$ cat src/rtl/uart_link_ctrl.sv
// uart_link_ctrl: baud/oversample tick generator plus a DEPTH-entry
// first-word-fall-through frame FIFO between the host write port and the
// UART transmitter.
// Optional feature macro: UART_ALARM_EN. When it is defined, writes of
// ALARM_CODE and SHUTDOWN_CODE raise the sticky alarm and shutdown flags.
// When it is undefined, there are no reserved codes and both flags are tied 0.
//
// Handshake (tx side): tx_valid high means the head fields data_in_tx, d_num,
// par and s_num are meaningful. They stay stable until the cycle in which
// tx_valid & tx_ready are both high at the rising edge. That edge pops the head.
module uart_link_ctrl #(
  parameter int         DIV0          = 2604,
  parameter int         DIV1          = 1302,
  parameter int         DIV2          = 12,
  parameter int         DIV3          = 326,
  parameter int         OVS           = 16,
  parameter int         DEPTH         = 8,
  parameter logic [8:0] ALARM_CODE    = 9'd250,
  parameter logic [8:0] SHUTDOWN_CODE = 9'd300
) (
  input  logic       clkdiv,
  input  logic       reset,
  input  logic [1:0] bd_rate,
  input  logic [1:0] par_check,
  input  logic       s_num_sig,
  input  logic       wr_en,
  input  logic [8:0] data_in,
  input  logic       alarm_clr,
  output logic       full,
  output logic       err_sig,
  output logic       tx_valid,
  input  logic       tx_ready,
  output logic [7:0] data_in_tx,
  output logic       d_num,
  output logic [1:0] par,
  output logic       s_num,
  output logic       bd_rate_gen,
  output logic       bd_rate_tx,
  output logic       alarm_sig,
  output logic       shut_down_sig
);

  localparam int AW = (DEPTH > 1) ? $clog2(DEPTH) : 1;
  localparam int CW = AW + 1;
  localparam int OW = (OVS > 1) ? $clog2(OVS) : 1;
  localparam int EW = 12;  // {s_num, par[1:0], d_num, data[7:0]}

  logic          shut_q;
  logic          alarm_q;

  // ---------------- baud divider and oversample counter ----------------
  logic [11:0]   div_sel;
  logic [1:0]    bd_rate_q;
  logic [11:0]   div_cnt;
  logic [OW-1:0] ovs_cnt;
  logic          gen_q;
  logic          tx_q;
  logic          rate_chg;
  logic          div_wrap;

  // Select the active divisor from bd_rate.
  always_comb begin
    div_sel = 12'(DIV0);
    case (bd_rate)
      2'b01:   div_sel = 12'(DIV1);
      2'b10:   div_sel = 12'(DIV2);
      2'b11:   div_sel = 12'(DIV3);
      default: div_sel = 12'(DIV0);
    endcase
  end

  assign rate_chg = (bd_rate != bd_rate_q);
  assign div_wrap = !rate_chg && (div_cnt == div_sel);

  // Divider counts 0..div_sel. A rate change restarts it without a tick.
  // The oversample counter advances on each divider wrap.
  always_ff @(posedge clkdiv) begin
    if (!reset) begin
      bd_rate_q <= 2'b00;
      div_cnt   <= '0;
      ovs_cnt   <= '0;
      gen_q     <= 1'b0;
      tx_q      <= 1'b0;
    end else begin
      bd_rate_q <= bd_rate;
      if (shut_q || rate_chg) begin
        div_cnt <= '0;
        if (shut_q) ovs_cnt <= '0;
        gen_q   <= 1'b0;
        tx_q    <= 1'b0;
      end else if (div_wrap) begin
        div_cnt <= '0;
        gen_q   <= 1'b1;
        if (ovs_cnt == OW'(OVS - 1)) begin
          ovs_cnt <= '0;
          tx_q    <= 1'b1;
        end else begin
          ovs_cnt <= ovs_cnt + OW'(1);
          tx_q    <= 1'b0;
        end
      end else begin
        div_cnt <= div_cnt + 12'd1;
        gen_q   <= 1'b0;
        tx_q    <= 1'b0;
      end
    end
  end

  assign bd_rate_gen = gen_q & ~shut_q;
  assign bd_rate_tx  = tx_q & ~shut_q;

  // ---------------- write classification ----------------
  logic          is_shut_wr;
  logic          is_alarm_wr;
  logic          wr_act;
  logic          push;
  logic          drop;
  logic          pop;
  logic [1:0]    par_q;
  logic [CW-1:0] count;
  logic [AW-1:0] wr_ptr;
  logic [AW-1:0] rd_ptr;
  logic [EW-1:0] mem [DEPTH];

  assign wr_act = wr_en && !shut_q;

`ifdef UART_ALARM_EN
  assign is_shut_wr  = wr_act && (data_in == SHUTDOWN_CODE);
  assign is_alarm_wr = wr_act && (data_in == ALARM_CODE);

  // Sticky flags: alarm set beats clear, shutdown holds until reset.
  always_ff @(posedge clkdiv) begin
    if (!reset) begin
      alarm_q <= 1'b0;
      shut_q  <= 1'b0;
    end else begin
      if (is_shut_wr) shut_q <= 1'b1;
      if (is_alarm_wr)    alarm_q <= 1'b1;
      else if (alarm_clr) alarm_q <= 1'b0;
    end
  end
`else
  logic [8:0] unused_codes;
  assign unused_codes = ALARM_CODE ^ SHUTDOWN_CODE ^ {8'b0, alarm_clr};
  assign is_shut_wr   = 1'b0;
  assign is_alarm_wr  = 1'b0;
  assign alarm_q      = 1'b0;
  assign shut_q       = 1'b0;
`endif

  assign full  = (count == CW'(DEPTH));
  assign drop  = wr_act && !is_shut_wr && !is_alarm_wr && (data_in[8] || full);
  assign push  = wr_act && !is_shut_wr && !is_alarm_wr && !data_in[8] && !full;
  assign pop   = tx_valid && tx_ready;

  // Parity register follows par_check except for the "keep previous" code.
  always_ff @(posedge clkdiv) begin
    if (!reset) par_q <= 2'b00;
    else if (par_check != 2'b11) par_q <= par_check;
  end

  // Dropped-word pulse.
  always_ff @(posedge clkdiv) begin
    if (!reset) err_sig <= 1'b0;
    else        err_sig <= drop;
  end

  // ---------------- FIFO ----------------
  // Pointer and occupancy bookkeeping. A shutdown write flushes everything.
  always_ff @(posedge clkdiv) begin
    if (!reset || is_shut_wr) begin
      wr_ptr <= '0;
      rd_ptr <= '0;
      count  <= '0;
    end else begin
      if (push) wr_ptr <= wr_ptr + AW'(1);
      if (pop)  rd_ptr <= rd_ptr + AW'(1);
      case ({push, pop})
        2'b10:   count <= count + CW'(1);
        2'b01:   count <= count - CW'(1);
        default: count <= count;
      endcase
    end
  end

  // Entry storage. Each frame keeps the format that was live at its push.
  always_ff @(posedge clkdiv) begin
    if (!reset) begin
      for (int i = 0; i < DEPTH; i++) mem[i] <= '0;
    end else if (push) begin
      mem[wr_ptr] <= {s_num_sig, par_q, data_in[7], data_in[7:0]};
    end
  end

  assign tx_valid = (count != '0) && !shut_q;
  assign {s_num, par, d_num, data_in_tx} = mem[rd_ptr];

  assign alarm_sig     = alarm_q;
  assign shut_down_sig = shut_q;

endmodule

$ cat config.mk
export PLATFORM = sky130hd
export DESIGN_NAME = uart_link_ctrl
export DESIGN_NICKNAME = d
export VERILOG_FILES = /design/src/rtl/uart_link_ctrl.sv
export SDC_FILE = /design/constraint.sdc
export NUM_CORES = 1
export LEC_CHECK = 0
export CAP_MARGIN = 15
export CORE_MARGIN = 1
export CORE_UTILIZATION = 40
export CTS_CLUSTER_SIZE = 28
export DETAILED_ROUTE_END_ITERATION = 8
export GPL_TIMING_DRIVEN = 0
export HOLD_SLACK_MARGIN = 0.15
export PLACE_DENSITY = 0.63
export SYNTH_ARGS = -nofsm -noshare
export SYNTH_HDL_FRONTEND = slang
export SYNTH_SLANG_ARGS = --single-unit
export TNS_END_PERCENT = 20
$ cat constraint.sdc
create_clock -name clkdiv -period 2.15 [get_ports clkdiv]
set_input_delay 0.43 -clock clkdiv [delete_from_list [all_inputs] [get_ports clkdiv]]
set_output_delay 0.43 -clock clkdiv [all_outputs]
set_load 0.05 [all_outputs]
Word level (Yosys, flattened, before mapping)

Memory sizes are Yosys's and may differ from the RTL's. A register that Yosys moved wholly into a read port is not among the register bits.
Index checks and enable logic that the tools add are counted.

$add $sub $neg: 6
$mul: 0
Divide/modulo/power cells: 0
Order comparisons: 0
Eq/ne operators: 10
Shift-type cells: 0
Mux-type cells: 14
Bitwise operators: 3
Reductions and logical operators: 16

Operator list:

| kind                  | number |
|---|---|
| $pmux 12 s3           | 1 |
| $add 12x1->12 const B | 1 |
| $eq 12x12->1          | 1 |
| $mux 12               | 1 |
| $reduce_or 12->1      | 1 |
| $mux 3                | 3 |
| $add 4x1->4 const B   | 2 |
| $eq 4x4->1 const B    | 2 |
| $pmux 4 s2            | 1 |
| $mux 1                | 7 |
| $add 3x1->3 const B   | 2 |
| $eq 2x2->1 const B    | 3 |
| $reduce_or 3->1       | 2 |
| $logic_and 1x1->1     | 5 |
| $eq 2x1->1 const B    | 2 |
| $mux 4                | 1 |
| $reduce_bool 4->1     | 1 |
| $sub 4x1->4 const B   | 1 |
| $logic_not 1->1       | 3 |
| $not 1->1             | 3 |
| $ne 2x2->1            | 1 |
| $ne 2x2->1 const B    | 1 |
| $reduce_and 2->1      | 1 |
| $reduce_bool 2->1     | 1 |
| 2 further kinds       | 2 |

Bits in registers: 33
Latch bits: 0
RAM bits: 96
Bits in read-only memories: 0
Output and inout bits: 19
Word-level logic and storage cells: 60
Memories: 1

Memory list:

| memory | words | width | read ports | clocked after Yosys merged registers in | wr ports | line | RTL |
|---|---|---|---|---|---|---|---|
| mem    | 8     | 12    | 1          | 1                                       | 8        | 123  | `logic [EW-1:0] mem [DEPTH];` |

Longest topological paths before layout

Depth after elaboration: 8
Gate-level depth with buffers: 10
Gate-level depth less buffers: 10

Worst setup path before layout

No wires, ideal clock.

Path kind: flip-flop to flip-flop
From: reg count[0]
To: reg count[2]
Library setup time: 0.070 ns
Data arrival time: 3.927 ns
Setup slack: -1.847 ns
Stages on the path, launching flop included: 11
Buffers on the path: 0
Cell sequence: dfxtp_1 -> nor4b_1 -> nor2_1 -> nand2_1 -> ha_1 -> xor2_1 -> ha_1 -> a21oi_1 -> xor2_1 -> or3_1 -> a21oi_1

Cells in the longest elaborated chain, start to end: 5
Elaborated cells on any way between the ends: 11

RTL lines:

| element                                         | line | RTL |
|---|---|---|
| start, declared                                 | 120  | `logic [CW-1:0] count;` |
| start signal, assigned                          | 179  | `2'b10: count <= count + CW'(1);` |
| start signal, assigned                          | 180  | `2'b01: count <= count - CW'(1);` |
| start signal, assigned                          | 181  | `default: count <= count;` |
| $eq 4x4->1 (*)                                  | 151  | `assign full = (count == CW'(DEPTH));` |
| named net full                                  | 29   | `output logic full,` |
| $logic_not 1->1 (*)                             | 153  | `assign push = wr_act && !is_shut_wr && !is_alarm_wr && !data_in[8] && !full;` |
| $logic_and 1x1->1 (*)                           | 153  |  |
| $eq 2x1->1 or $eq 2x2->1 (tied branches)        | 178  | `case ({push, pop})` |
| $pmux 4 s2 or $reduce_bool 2->1 (tied branches) | --   |  |

Mark *: on every way through the listed nets, which the timed path passes. The rest lies on a longest branch.
A chain may end at the register's enable or synchronous reset.

==> results_dict.tcl <==
set metrics [dict create \
    die_h_um 120.9 \
    synth_area_sq_um 5653 \
    ys_seq_area_share_pct 59.50 \
    tns_ns -3.593 \
    synth_area_leader_cell "edfxtp_1" \
    dp_cells 646 \
    fin_cells 693 \
    synth_top_area_share_pct 46.75 \
    syn_inst 432 \
    diodes 0 \
    vdd.ir_drop.worst_mv 0.8511 \
    place.gp.congestion 0.7656 \
    setup_viol 14 \
    rsz0062_at_grt "true" \
    synth_compound_area_share_pct 2.988 \
    p_leak_nw 2.635 \
    hold_viol 0 \
    min_path_type "in2reg" \
    cts_tree "done" \
    synthesis.area_per_instance_sq_um 13.09 \
    overflow 0 \
    cp_max_fo 4 \
    post-route-min-period_ns 2.470 \
    yosys_warnings 0 \
    grt_pass1_vias 3528 \
    grt_max_degree 17 \
    finalCritPeriodShare_pct 114.9 \
    synth-main-ff-cell "edfxtp_1" \
    path_clk_slew_ns 0.05 \
    htreeDepth 4 \
    drive_above_1_share_pct 24.56 \
    synth_xor_area_share_pct 3.254 \
    drv_cap 0 \
    grt_pass1_wl_mm 19.28 \
    max_freq_mhz 404.9 \
    synth_top_family_by_area "simple AND/OR/NAND/NOR gates" \
    ioPinCount 38 \
    antenna_found_initial 0 \
    route.vias.total 3530 \
    route.detailed.drc 0 \
    nNetsFinal 527 \
    critPathCaptureType "output port" \
    startpoint_type "register" \
    fp-row-count 43 \
    cts.sinks 124 \
    crit_required_ns 1.72 \
    dieArea_sq_um 14610 \
    path_class "reg2out" \
    dr.pass1.iters 5 \
    core_area_sq_um 13830 \
    totalWireLength_mm 12.24 \
    wl_per_cell_um 17.66 \
    crit_arrival_ns 2.04 \
    die_width_um 120.9 \
    status "finished with violations" \
    synth-simple-area-share_pct 19.39 \
    dp.final_hpwl_mm 8.026 \
    drtIter0Drc 244 \
    synthMuxAreaShare_pct 11.13 \
    violations "negative setup slack" \
    place_area_sq_um 6251 \
    synth_fa_ha_area_share_pct 1.549 \
    initial_utilization_pct 40.88 \
    clockBufferDepth 2 \
    antenna_left 0 \
    clock_skew_ns 0.006032 \
    synthTopCellsByCount "89 x and2_1, 88 x edfxtp_1, 36 x dfxtp_1" \
    yosysMostFrequentCell "and2_1" \
    route.detailed.vias_per_inst 5.094 \
    ys_top_cells_by_area "edfxtp_1 47%, dfxtp_1 13%, and2_1 9.8%" \
    synth_cell_types 45 \
    ys_async_sr_fraction_pct 0 \
    worst_slew_pin_slew_ns 0.7544 \
    port_buffers 33 \
    cts_hold_buf 0 \
    cts-root-buf "clkbuf_16" \
    slew_violations 0 \
    power_density_nw_per_um2 1006 \
    track_usage_pct 18.25 \
    maxSlewHeadroom_pct 49.28 \
    area_growth_pct 26.05 \
    final_area_sq_um 7126 \
    cts_buffers 17 \
    setup_ws_ns -0.3197 \
    synth-seq-cells 124 \
    synth_edf_count 88 \
    clkLatencyLatePin_ns 0.42 \
]
[critical path, stage by stage, from the launching register on]
cell	delay [ns]
dfxtp_4	0.40
buf_12	0.13
mux4_2	0.52
mux2_4	0.30
buf_6	0.13
buf_8	0.14
[kinds of logic after synthesis]
family / after synthesis
AND/OR/NAND/NOR: 191
flip-flops: 124
multiplexers: 34
buffers and inverters: 28
AO/OA/AOI/OAI: 26
XOR/XNOR: 21
adder cells (fa/ha/maj): 7
other: 1
[path summary, 6_finish.rpt]
| kind | from | to | slack, ns | cells after the start |
|---|---|---|---|---|
| max reg2reg | count[0] | count[2] | -0.14 | 10 |
| min reg2reg | rd_ptr[1] | register | 0.48 | 2 |
| min | bd_rate[0] | bd_rate_q[0] | 0.46 | 2 |
| max | register | data_in_tx[7] | -0.32 | 5 |
[metrics by stage]
stage                     utilization [%]  worst slack, ns  power [mW]  hold WS, ns
after floorplan                         -          -0.3605       3.875       0.4414
after global placement              45.21           -1.146       4.273       0.4630
after detailed placement            45.21           -1.188       4.313       0.4700
after CTS                           50.58          -0.3352       7.041       0.4288
after global routing                51.53          -0.3697       7.442       0.4480
final                               51.53          -0.3197       7.165       0.4574
[layout make-up]
class	instances	area (sq um)
flip-flops and latches	124	3377
clock inverters	4	42.54
fillers	1163	6701
plain buffers	21	152.6
inverters	7	26.28
multi-input cells	281	2310
repair buffers	49	509.2
well taps	180	225.2
clock buffers	27	483.0
[cell usage in the layout, fill, tap and decap left out, types with 4 or more instances in the layout]
| cell | netlist | final |
|---|---|---|
| ha_1 | 7 | 4 |
| clkbuf_2 | 0 | 4 |
| nor2_1 | 28 | 26 |
| edfxtp_1 | 88 | 88 |
| nand4_1 | 5 | 5 |
| clkbuf_8 | 0 | 4 |
| clkbuf_1 | 15 | 17 |
| nand2_1 | 16 | 14 |
| inv_1 | 7 | 6 |
| and3_1 | 6 | 6 |
| mux4_2 | 22 | 22 |
| clkdlybuf4s50_1 | 0 | 17 |
| buf_6 | 0 | 10 |
| a21oi_1 | 11 | 9 |
| nand2b_2 | 0 | 5 |
| buf_4 | 3 | 14 |
| dfxtp_1 | 36 | 31 |
| mux2_2 | 11 | 8 |
| xnor2_1 | 7 | 7 |
| clkbuf_16 | 0 | 17 |
| xor2_1 | 14 | 14 |
| and2_1 | 89 | 89 |
| buf_12 | 0 | 5 |
| nor3_1 | 7 | 7 |
| nand3_1 | 8 | 8 |
[layer usage]
layer | vias up | track usage, % | share of wire (%)
met3 | 8 | 5.874 | 5.3
li1 | 1705 | - | -
met5 | - | 0 | 0
met4 | 0 | 6.096 | 0.52
met1 | 1731 | 22.53 | 42
met2 | 86 | 30.14 | 52
[report_power, final]
part           switching (mW)  total, mW  internal, mW
clock                   0.938       2.57          1.63
combinational           0.935       1.77         0.831
sequential              0.119       2.83          2.71
total                    1.99       7.17          5.17
[state kept, by name, indices dropped and copies added (netlist names), named ones only]
register / cells
bd_rate_gen: 1
bd_rate_q: 2
bd_rate_tx: 1
count: 4
div_cnt: 12
err_sig: 1
mem: 88
ovs_cnt: 4
par_q: 2
rd_ptr: 3
wr_ptr: 3
[what timing repair did]
item / CTS / global route
cloned: 1 / 0
resized for setup: 126 / 22
hold endpoints to repair: 0 / 0
pin swaps: 1 / 4
setup endpoints to repair: 185 / 70
setup buffers: 6 / 10
Note: power is estimated with default switching activity, not from simulation.
